File: src/rtl/uart_axil_pkg.sv
// Shared register map, bit positions, response codes and control layout
// for the UART AXI-Lite register block.
package uart_axil_pkg;

  localparam logic [1:0] ADDR_DATA   = 2'd0;
  localparam logic [1:0] ADDR_STATUS = 2'd1;
  localparam logic [1:0] ADDR_CTRL   = 2'd2;
  localparam logic [1:0] ADDR_BAUD   = 2'd3;

  localparam int ST_RX_EMPTY     = 0;
  localparam int ST_RX_FULL      = 1;
  localparam int ST_TX_EMPTY     = 2;
  localparam int ST_TX_FULL      = 3;
  localparam int ST_OVERRUN      = 4;
  localparam int ST_RX_COUNT_LSB = 8;
  localparam int ST_TX_COUNT_LSB = 16;

  localparam int CTRL_CLR_OVR = 4;
  localparam int CTRL_FLUSH   = 5;

  localparam logic [1:0] RESP_OKAY   = 2'b00;
  localparam logic [1:0] RESP_SLVERR = 2'b10;

  typedef struct packed {
    logic irq_tx_en;
    logic irq_rx_en;
    logic rx_en;
    logic tx_en;
  } ctrl_t;

endpackage

File: src/rtl/uart_axil_regs_fifo.sv
// First-word-fall-through synchronous FIFO with single-cycle flush.
// The head is read combinationally so a pop sees its data in the same cycle.
module sync_fifo_fwft #(
  parameter int DATA_WIDTH = 8,
  parameter int DEPTH      = 16
) (
  input  logic                        clk,
  input  logic                        resetn,
  input  logic                        we,
  input  logic [DATA_WIDTH-1:0]       wd,
  input  logic                        re,
  output logic [DATA_WIDTH-1:0]       rd,
  output logic                        full,
  output logic                        empty,
  output logic [$clog2(DEPTH):0]      count,
  input  logic                        flush
);

  localparam int AW = $clog2(DEPTH);
  localparam int CW = AW + 1;

  logic [DATA_WIDTH-1:0] mem [DEPTH];
  logic [AW-1:0]         wr_ptr_reg;
  logic [AW-1:0]         rd_ptr_reg;
  logic [CW-1:0]         count_reg;
  logic                  push;
  logic                  pop;

  // A full FIFO still takes a write when the head leaves in the same cycle.
  assign pop  = re && !empty && !flush;
  assign push = we && (!full || pop) && !flush;

  always_ff @(posedge clk) begin
    if (push) begin
      mem[wr_ptr_reg] <= wd;
    end
  end

  always_ff @(posedge clk or negedge resetn) begin
    if (!resetn) begin
      wr_ptr_reg <= '0;
      rd_ptr_reg <= '0;
      count_reg  <= '0;
    end else if (flush) begin
      wr_ptr_reg <= '0;
      rd_ptr_reg <= '0;
      count_reg  <= '0;
    end else begin
      if (push) wr_ptr_reg <= wr_ptr_reg + AW'(1);
      if (pop)  rd_ptr_reg <= rd_ptr_reg + AW'(1);
      count_reg <= count_reg + CW'(push) - CW'(pop);
    end
  end

  assign rd    = mem[rd_ptr_reg];
  assign full  = (count_reg == CW'(DEPTH));
  assign empty = (count_reg == '0);
  assign count = count_reg;

endmodule

File: src/rtl/uart_axil_regs.sv
// AXI4-Lite register front end for a UART: RX/TX FIFOs, baud divisor,
// control enables, sticky overrun and a registered level interrupt.
module uart_axil_regs
  import uart_axil_pkg::*;
#(
  parameter int DATA_WIDTH  = 8,
  parameter int RX_DEPTH    = 16,
  parameter int TX_DEPTH    = 16,
  parameter int DIV_WIDTH   = 16,
  parameter int DEFAULT_DIV = 868
) (
  input  logic                  clk,
  input  logic                  resetn,
  input  logic [3:0]            s_axi_awaddr,
  input  logic                  s_axi_awvalid,
  output logic                  s_axi_awready,
  input  logic [31:0]           s_axi_wdata,
  input  logic [3:0]            s_axi_wstrb,
  input  logic                  s_axi_wvalid,
  output logic                  s_axi_wready,
  output logic [1:0]            s_axi_bresp,
  output logic                  s_axi_bvalid,
  input  logic                  s_axi_bready,
  input  logic [3:0]            s_axi_araddr,
  input  logic                  s_axi_arvalid,
  output logic                  s_axi_arready,
  output logic [31:0]           s_axi_rdata,
  output logic [1:0]            s_axi_rresp,
  output logic                  s_axi_rvalid,
  input  logic                  s_axi_rready,
  input  logic                  rx_valid,
  input  logic [DATA_WIDTH-1:0] rx_data,
  output logic                  tx_valid,
  output logic [DATA_WIDTH-1:0] tx_data,
  input  logic                  tx_ready,
  output logic [DIV_WIDTH-1:0]  baud_div,
  output logic                  rx_en_o,
  output logic                  tx_en_o,
  output logic                  irq
);

  localparam int RX_CW = $clog2(RX_DEPTH) + 1;
  localparam int TX_CW = $clog2(TX_DEPTH) + 1;

  logic                 awready_reg, wready_reg, bvalid_reg;
  logic [1:0]           bresp_reg;
  logic [1:0]           awaddr_reg;
  logic [31:0]          wdata_reg;
  logic [3:0]           wstrb_reg;
  logic                 arready_reg, rvalid_reg;
  logic [31:0]          rdata_reg;
  ctrl_t                ctrl_reg;
  logic [DIV_WIDTH-1:0] baud_reg, baud_next;
  logic                 overrun_reg, irq_reg;

  logic                  rx_full, rx_empty, tx_full, tx_empty;
  logic [RX_CW-1:0]      rx_count;
  logic [TX_CW-1:0]      tx_count;
  logic [DATA_WIDTH-1:0] rx_head;
  logic                  rx_we, rx_re, tx_we, tx_re;
  logic                  aw_hs, w_hs, b_hs, ar_hs, r_hs;
  logic                  do_write, wr_data, wr_ctrl, wr_baud;
  logic                  flush, clr_ovr, rx_accept, ovr_set;
  logic [1:0]            wr_resp;
  logic [31:0]           status_word, rd_value;
  logic                  unused_bits;

  assign aw_hs = s_axi_awvalid && awready_reg;
  assign w_hs  = s_axi_wvalid && wready_reg;
  assign b_hs  = bvalid_reg && s_axi_bready;
  assign ar_hs = s_axi_arvalid && arready_reg;
  assign r_hs  = rvalid_reg && s_axi_rready;

  // Both halves of the write are held and no response is outstanding.
  assign do_write = !awready_reg && !wready_reg && !bvalid_reg;
  assign wr_data  = do_write && (awaddr_reg == ADDR_DATA) && wstrb_reg[0];
  assign wr_ctrl  = do_write && (awaddr_reg == ADDR_CTRL) && wstrb_reg[0];
  assign wr_baud  = do_write && (awaddr_reg == ADDR_BAUD);
  assign flush    = wr_ctrl && wdata_reg[CTRL_FLUSH];
  assign clr_ovr  = wr_ctrl && wdata_reg[CTRL_CLR_OVR];

  // TX full is judged before any drain in the same cycle.
  assign tx_we = wr_data && !tx_full;
  assign tx_re = tx_valid && tx_ready;

  assign rx_re     = ar_hs && (s_axi_araddr[3:2] == ADDR_DATA);
  assign rx_accept = rx_valid && ctrl_reg.rx_en;
  assign rx_we     = rx_accept;
  assign ovr_set   = rx_accept && rx_full && !(rx_re && !rx_empty);

  for (genvar gi = 0; gi < DIV_WIDTH; gi++) begin : g_baud
    assign baud_next[gi] = (wr_baud && wstrb_reg[gi/8]) ? wdata_reg[gi] : baud_reg[gi];
  end

  always_comb begin
    wr_resp = RESP_OKAY;
    if (awaddr_reg == ADDR_STATUS) begin
      wr_resp = RESP_SLVERR;
    end else if ((awaddr_reg == ADDR_DATA) && wstrb_reg[0] && tx_full) begin
      wr_resp = RESP_SLVERR;
    end
  end

  always_comb begin
    status_word                          = '0;
    status_word[ST_RX_EMPTY]             = rx_empty;
    status_word[ST_RX_FULL]              = rx_full;
    status_word[ST_TX_EMPTY]             = tx_empty;
    status_word[ST_TX_FULL]              = tx_full;
    status_word[ST_OVERRUN]              = overrun_reg;
    status_word[ST_RX_COUNT_LSB +: 8]    = 8'(rx_count);
    status_word[ST_TX_COUNT_LSB +: 8]    = 8'(tx_count);
  end

  always_comb begin
    rd_value = '0;
    case (s_axi_araddr[3:2])
      ADDR_DATA:   rd_value = rx_empty ? 32'd0 : (32'h8000_0000 | 32'(rx_head));
      ADDR_STATUS: rd_value = status_word;
      ADDR_CTRL:   rd_value = 32'(ctrl_reg);
      default:     rd_value = 32'(baud_reg);
    endcase
  end

  always_ff @(posedge clk or negedge resetn) begin
    if (!resetn) begin
      awready_reg <= 1'b1;
      wready_reg  <= 1'b1;
      bvalid_reg  <= 1'b0;
      bresp_reg   <= RESP_OKAY;
      awaddr_reg  <= '0;
      wdata_reg   <= '0;
      wstrb_reg   <= '0;
      arready_reg <= 1'b1;
      rvalid_reg  <= 1'b0;
      rdata_reg   <= '0;
      ctrl_reg    <= '0;
      baud_reg    <= DIV_WIDTH'(DEFAULT_DIV);
      overrun_reg <= 1'b0;
      irq_reg     <= 1'b0;
    end else begin
      if (aw_hs) begin
        awready_reg <= 1'b0;
        awaddr_reg  <= s_axi_awaddr[3:2];
      end
      if (w_hs) begin
        wready_reg <= 1'b0;
        wdata_reg  <= s_axi_wdata;
        wstrb_reg  <= s_axi_wstrb;
      end
      if (do_write) begin
        bvalid_reg <= 1'b1;
        bresp_reg  <= wr_resp;
      end
      if (b_hs) begin
        bvalid_reg  <= 1'b0;
        awready_reg <= 1'b1;
        wready_reg  <= 1'b1;
      end
      if (wr_ctrl) ctrl_reg <= ctrl_t'(wdata_reg[3:0]);
      baud_reg <= baud_next;
      // A fresh overrun beats a clear requested in the same cycle.
      if (ovr_set)      overrun_reg <= 1'b1;
      else if (clr_ovr) overrun_reg <= 1'b0;
      if (ar_hs) begin
        arready_reg <= 1'b0;
        rvalid_reg  <= 1'b1;
        rdata_reg   <= rd_value;
      end
      if (r_hs) begin
        rvalid_reg  <= 1'b0;
        arready_reg <= 1'b1;
      end
      irq_reg <= (ctrl_reg.irq_rx_en && !rx_empty) ||
                 (ctrl_reg.irq_tx_en && tx_empty) || overrun_reg;
    end
  end

  sync_fifo_fwft #(.DATA_WIDTH(DATA_WIDTH), .DEPTH(RX_DEPTH)) u_rx_fifo (
    .clk(clk), .resetn(resetn), .we(rx_we), .wd(rx_data), .re(rx_re), .rd(rx_head),
    .full(rx_full), .empty(rx_empty), .count(rx_count), .flush(flush)
  );

  sync_fifo_fwft #(.DATA_WIDTH(DATA_WIDTH), .DEPTH(TX_DEPTH)) u_tx_fifo (
    .clk(clk), .resetn(resetn), .we(tx_we), .wd(wdata_reg[DATA_WIDTH-1:0]), .re(tx_re),
    .rd(tx_data), .full(tx_full), .empty(tx_empty), .count(tx_count), .flush(flush)
  );

  assign s_axi_awready = awready_reg;
  assign s_axi_wready  = wready_reg;
  assign s_axi_bvalid  = bvalid_reg;
  assign s_axi_bresp   = bresp_reg;
  assign s_axi_arready = arready_reg;
  assign s_axi_rvalid  = rvalid_reg;
  assign s_axi_rdata   = rdata_reg;
  assign s_axi_rresp   = RESP_OKAY;
  assign tx_valid      = ctrl_reg.tx_en && !tx_empty;
  assign baud_div      = baud_reg;
  assign rx_en_o       = ctrl_reg.rx_en;
  assign tx_en_o       = ctrl_reg.tx_en;
  assign irq           = irq_reg;

  assign unused_bits = ^{wdata_reg, wstrb_reg, s_axi_awaddr[1:0], s_axi_araddr[1:0]};

endmodule

File: config.mk
export PLATFORM = sky130hd
export DESIGN_NAME = uart_axil_regs
export DESIGN_NICKNAME = d
export VERILOG_FILES = /design/src/rtl/uart_axil_pkg.sv /design/src/rtl/uart_axil_regs_fifo.sv /design/src/rtl/uart_axil_regs.sv
export SDC_FILE = /design/constraint.sdc
export NUM_CORES = 1
export LEC_CHECK = 0
export ABC_AREA = 1
export CAP_MARGIN = 25
export CORE_UTILIZATION = 40
export CTS_CLUSTER_DIAMETER = 30
export CTS_CLUSTER_SIZE = 10
export DETAILED_ROUTE_END_ITERATION = 16
export HOLD_SLACK_MARGIN = 0.06
export MAX_ROUTING_LAYER = met4
export REMOVE_ABC_BUFFERS = 1
export SLEW_MARGIN = 20
export SYNTH_ARGS = -nofsm -noshare
export SYNTH_HDL_FRONTEND = slang
export SYNTH_SLANG_ARGS = --single-unit
File: constraint.sdc
create_clock -name clk -period 3.4 [get_ports clk]
set_input_delay 0.68 -clock clk [delete_from_list [all_inputs] [get_ports clk]]
set_output_delay 0.68 -clock clk [all_outputs]
set_load 0.005 [all_outputs]
==> impl_metrics.py <==
metrics = {
    "placement": {
        "finalWeightedCongestion": 0.797,
        "numPortBuffers": 94,
        "place_ws_ns": 0.207,
        "dp_hpwl_um": 22300,
    },
    "setup_path": {
        "worstPathCellList": "clkinvlp_4 -> buf_4 -> clkbuf_16 -> nor2_1 -> o22ai_1 -> nor2_1 -> o22ai_1 -> clkdlybuf4s50_1",
        "cpPeakStageDelay_ns": 0.55,
        "start_kind": "flop",
        "r2r_slack_ns": 0.49,
        "critPathCaptureType": "primary output",
        "r2r_cells": 18,
        "crit_required_ns": 2.72,
        "regToRegStartpoint": "u_tx_fifo.count[2]",
        "crit_fanout": 14,
        "path_class": "reg2out",
        "cp_top_family": "buffers and inverters",
        "r2r_end": "u_tx_fifo.count[4]",
        "path_buf_inv": 4,
        "crit_path_top_delay_cell": "clkdlybuf4s50_1",
        "cp.arrival_ns": 2.65,
    },
    "logic_synthesis": {
        "avgSynthCellArea_um2": 11.2,
        "async_reset_ff_share_pct": 27.3,
        "ys_ff_latch": 352,
        "yosys_warnings": 0,
        "synth-main-ff-cell": "edfxtp_1",
        "synth_cell_types": 45,
        "synth_edf_count": 256,
        "yosysSeqAreaShare_pct": 67.6,
        "syn_inst": 1337,
        "synth.cell_area_um2": 14900,
    },
    "finish": {
        "fin_nets": 1590,
        "layout.area.seq_um2": 10100,
        "nFillCells": 3123,
        "drive_above_1_share_pct": 15.5,
        "fin_util_pct": 52.4,
        "multi_input_area_um2": 4160,
        "num_antenna_cells": 0,
        "syn2layout_area_growth_pct": 28.7,
    },
    "clocking": {
        "cts_tree": "yes",
        "clockBufferDepth": 3,
        "numCtsBuffers": 72,
        "clock_latency_ns": 0.57,
        "clock-root-buffer": "clkbuf_16",
        "h-tree-depth": 3,
        "clkTransAtPathRegs_ns": 0.05,
        "numClockSinks": 352,
    },
    "sta": {
        "drv_slew": 0,
        "hold_viol_final": 0,
        "relSlewSlack_pct": 35.9,
        "finalClockSkew_ns": 0.0335,
        "fin_ws_ns": 0.0728,
        "setup_viol": 0,
        "fin_crit_sh_pct": 97.9,
        "fin_setup_tns_ns": 0,
        "period_needed_ns": 3.33,
        "fmax_ghz": 0.301,
        "worstMarginPinSlew_ns": 0.958,
        "rsz0062_at_grt": "no",
    },
    "grt": {
        "grt_pass1_wl_um": 56900,
        "grt_start_max_net_pins": 88,
        "antenna_found_initial": 0,
        "grt_pass1_vias": 10200,
        "grt_overflow": 0,
        "grtUsageTotal_pct": 20.0,
    },
    "detailed_routing": {
        "totalWireLength_um": 36700,
        "antenna_left": 0,
        "dr.pass1.iters": 4,
        "via_per_inst": 5.03,
        "drcViolationCount": 0,
        "route.vias.total": 10200,
        "drtIter0Drc": 642,
        "routedWlPerCell_um": 18.1,
    },
    "run": {
        "drv_cap": 0,
    },
    "pwr": {
        "leakage_nw": 7.69,
        "power-per-cell-area_nw_per_um2": 951,
        "max-vdd-ir-drop_mv": 0.680,
    },
    "hold_path": {
        "hp-class": "in2async",
    },
    "floorplan": {
        "die_w_um": 195,
        "die_area_um2": 38100,
        "fp.dieH_um": 195,
        "core_um2": 36700,
        "rows": 70,
        "ioPinCount": 130,
        "initial_utilization_pct": 40.7,
    },
    "outcome": {
        "run_status": "completed",
    },
}
==> cell families (layout without fill, tap and decap cells) <==
family	Yosys count	count (layout)	synth area share, %
AO/OA/AOI/OAI	188	188	7.11
XOR/XNOR	6	6	0.352
adder cells (fa/ha/maj)	24	24	2.11
buffers and inverters	161	375	4.96
flip-flops	352	352	67.6
multiplexers	23	23	1.73
other	1	13	0.0251
AND/OR/NAND/NOR	582	582	16.1
==> cells in the mapped netlist (all sizes together), types with 2 or more instances <==
cell type	number	share of area [%]
nand2	299	7.7
edfxtp	256	51
nor2	183	4.6
o21ai	103	3.4
inv	91	2.3
dfrtp	88	15
nand3	78	2.7
buf	54	2.3
a21oi	37	1.3
mux2	23	1.7
ha	22	1.8
o22ai	15	0.63
clkbuf	13	0.33
nand4	13	0.59
o211ai	13	0.65
dfstp	8	1.4
nor3	5	0.31
o2111ai	5	0.29
o31ai	4	0.20
or2	4	0.17
xor2	4	0.23
a22o	3	0.18
a22oi	3	0.15
a31oi	3	0.13
clkinv	3	0.084
fa	2	0.27
xnor2	2	0.12
==> final cells by class <==
type / instances / share of cell area, %
multi-input cells: 836 / 21.6
repair buffers: 149 / 7.58
clock buffers: 87 / 10.4
flip-flops and latches: 352 / 52.5
well taps: 468 / 3.04
clock inverters: 45 / 3.02
inverters: 94 / 1.87
==> layer usage <==
layer,vias up,global-route usage (%),routed length [µm]
met5,-,-,0
met3,62,3.71,1700
met4,0,7.41,955
met2,273,31.8,17900
li1,4919,-,-
met1,4971,25.6,16100
==> how the worst max path moves through the flow <==
stage	from	to	cells past startpoint
after floorplan	u_tx_fifo.rd_ptr_reg[0]	tx_data[1]	6
after global placement	s_axi_arvalid	u_rx_fifo.count[4]	16
after detailed placement	s_axi_arvalid	u_rx_fifo.count[4]	16
after CTS	u_tx_fifo.rd_ptr_reg[0]	tx_data[4]	7
after global routing	u_tx_fifo.rd_ptr_reg[0]	tx_data[2]	10
final	u_tx_fifo.rd_ptr_reg[0]	tx_data[0]	8
==> power by group <==
part	switching (mW)	internal [mW]	total, mW
Clock	2.25	5.08	7.33
Sequential	0.748	5.48	6.23
Combinational	2.74	2.01	4.75
Total	5.73	12.6	18.3
==> placed cells by master (no fill, tap or decap), drive strengths merged, types with 15 or more instances in the layout <==
cell type / synthesis / layout
clkbuf: 13 / 90
nand2: 299 / 299
clkinv: 3 / 20
nand3: 78 / 78
clkdlybuf4s50: 0 / 92
o21ai: 103 / 103
buf: 54 / 52
inv: 91 / 95
dfrtp: 88 / 88
edfxtp: 256 / 256
o22ai: 15 / 15
nor2: 183 / 183
a21oi: 37 / 37
mux2: 23 / 23
ha: 22 / 22
==> through the flow <==
step / hold WS (ns) / instance area [µm²] / total power, mW / std cells
3_5_place_dp: 0.472 / 16500 / 10.9 / 1891
4_1_cts: 0.447 / 19100 / 18.3 / 2024
3_3_place_gp: 0.466 / 16500 / 10.8 / 1891
2_1_floorplan: 0.384 / 14600 / 8.56 / 1282
5_1_grt: 0.475 / 19200 / 19.2 / 2031
6_report: 0.473 / 19200 / 18.3 / 2031
==> what timing repair did <==
action | CTS | global route
gates cloned | 0 | 3
hold buffers | 1 | 0
setup buffers | 0 | 4
hold endpoints to repair | 9 | 0
gates resized for setup | 1 | 7
endpoints found under the setup margin | 6 | 7
Note: power is estimated with default switching activity, not from simulation.
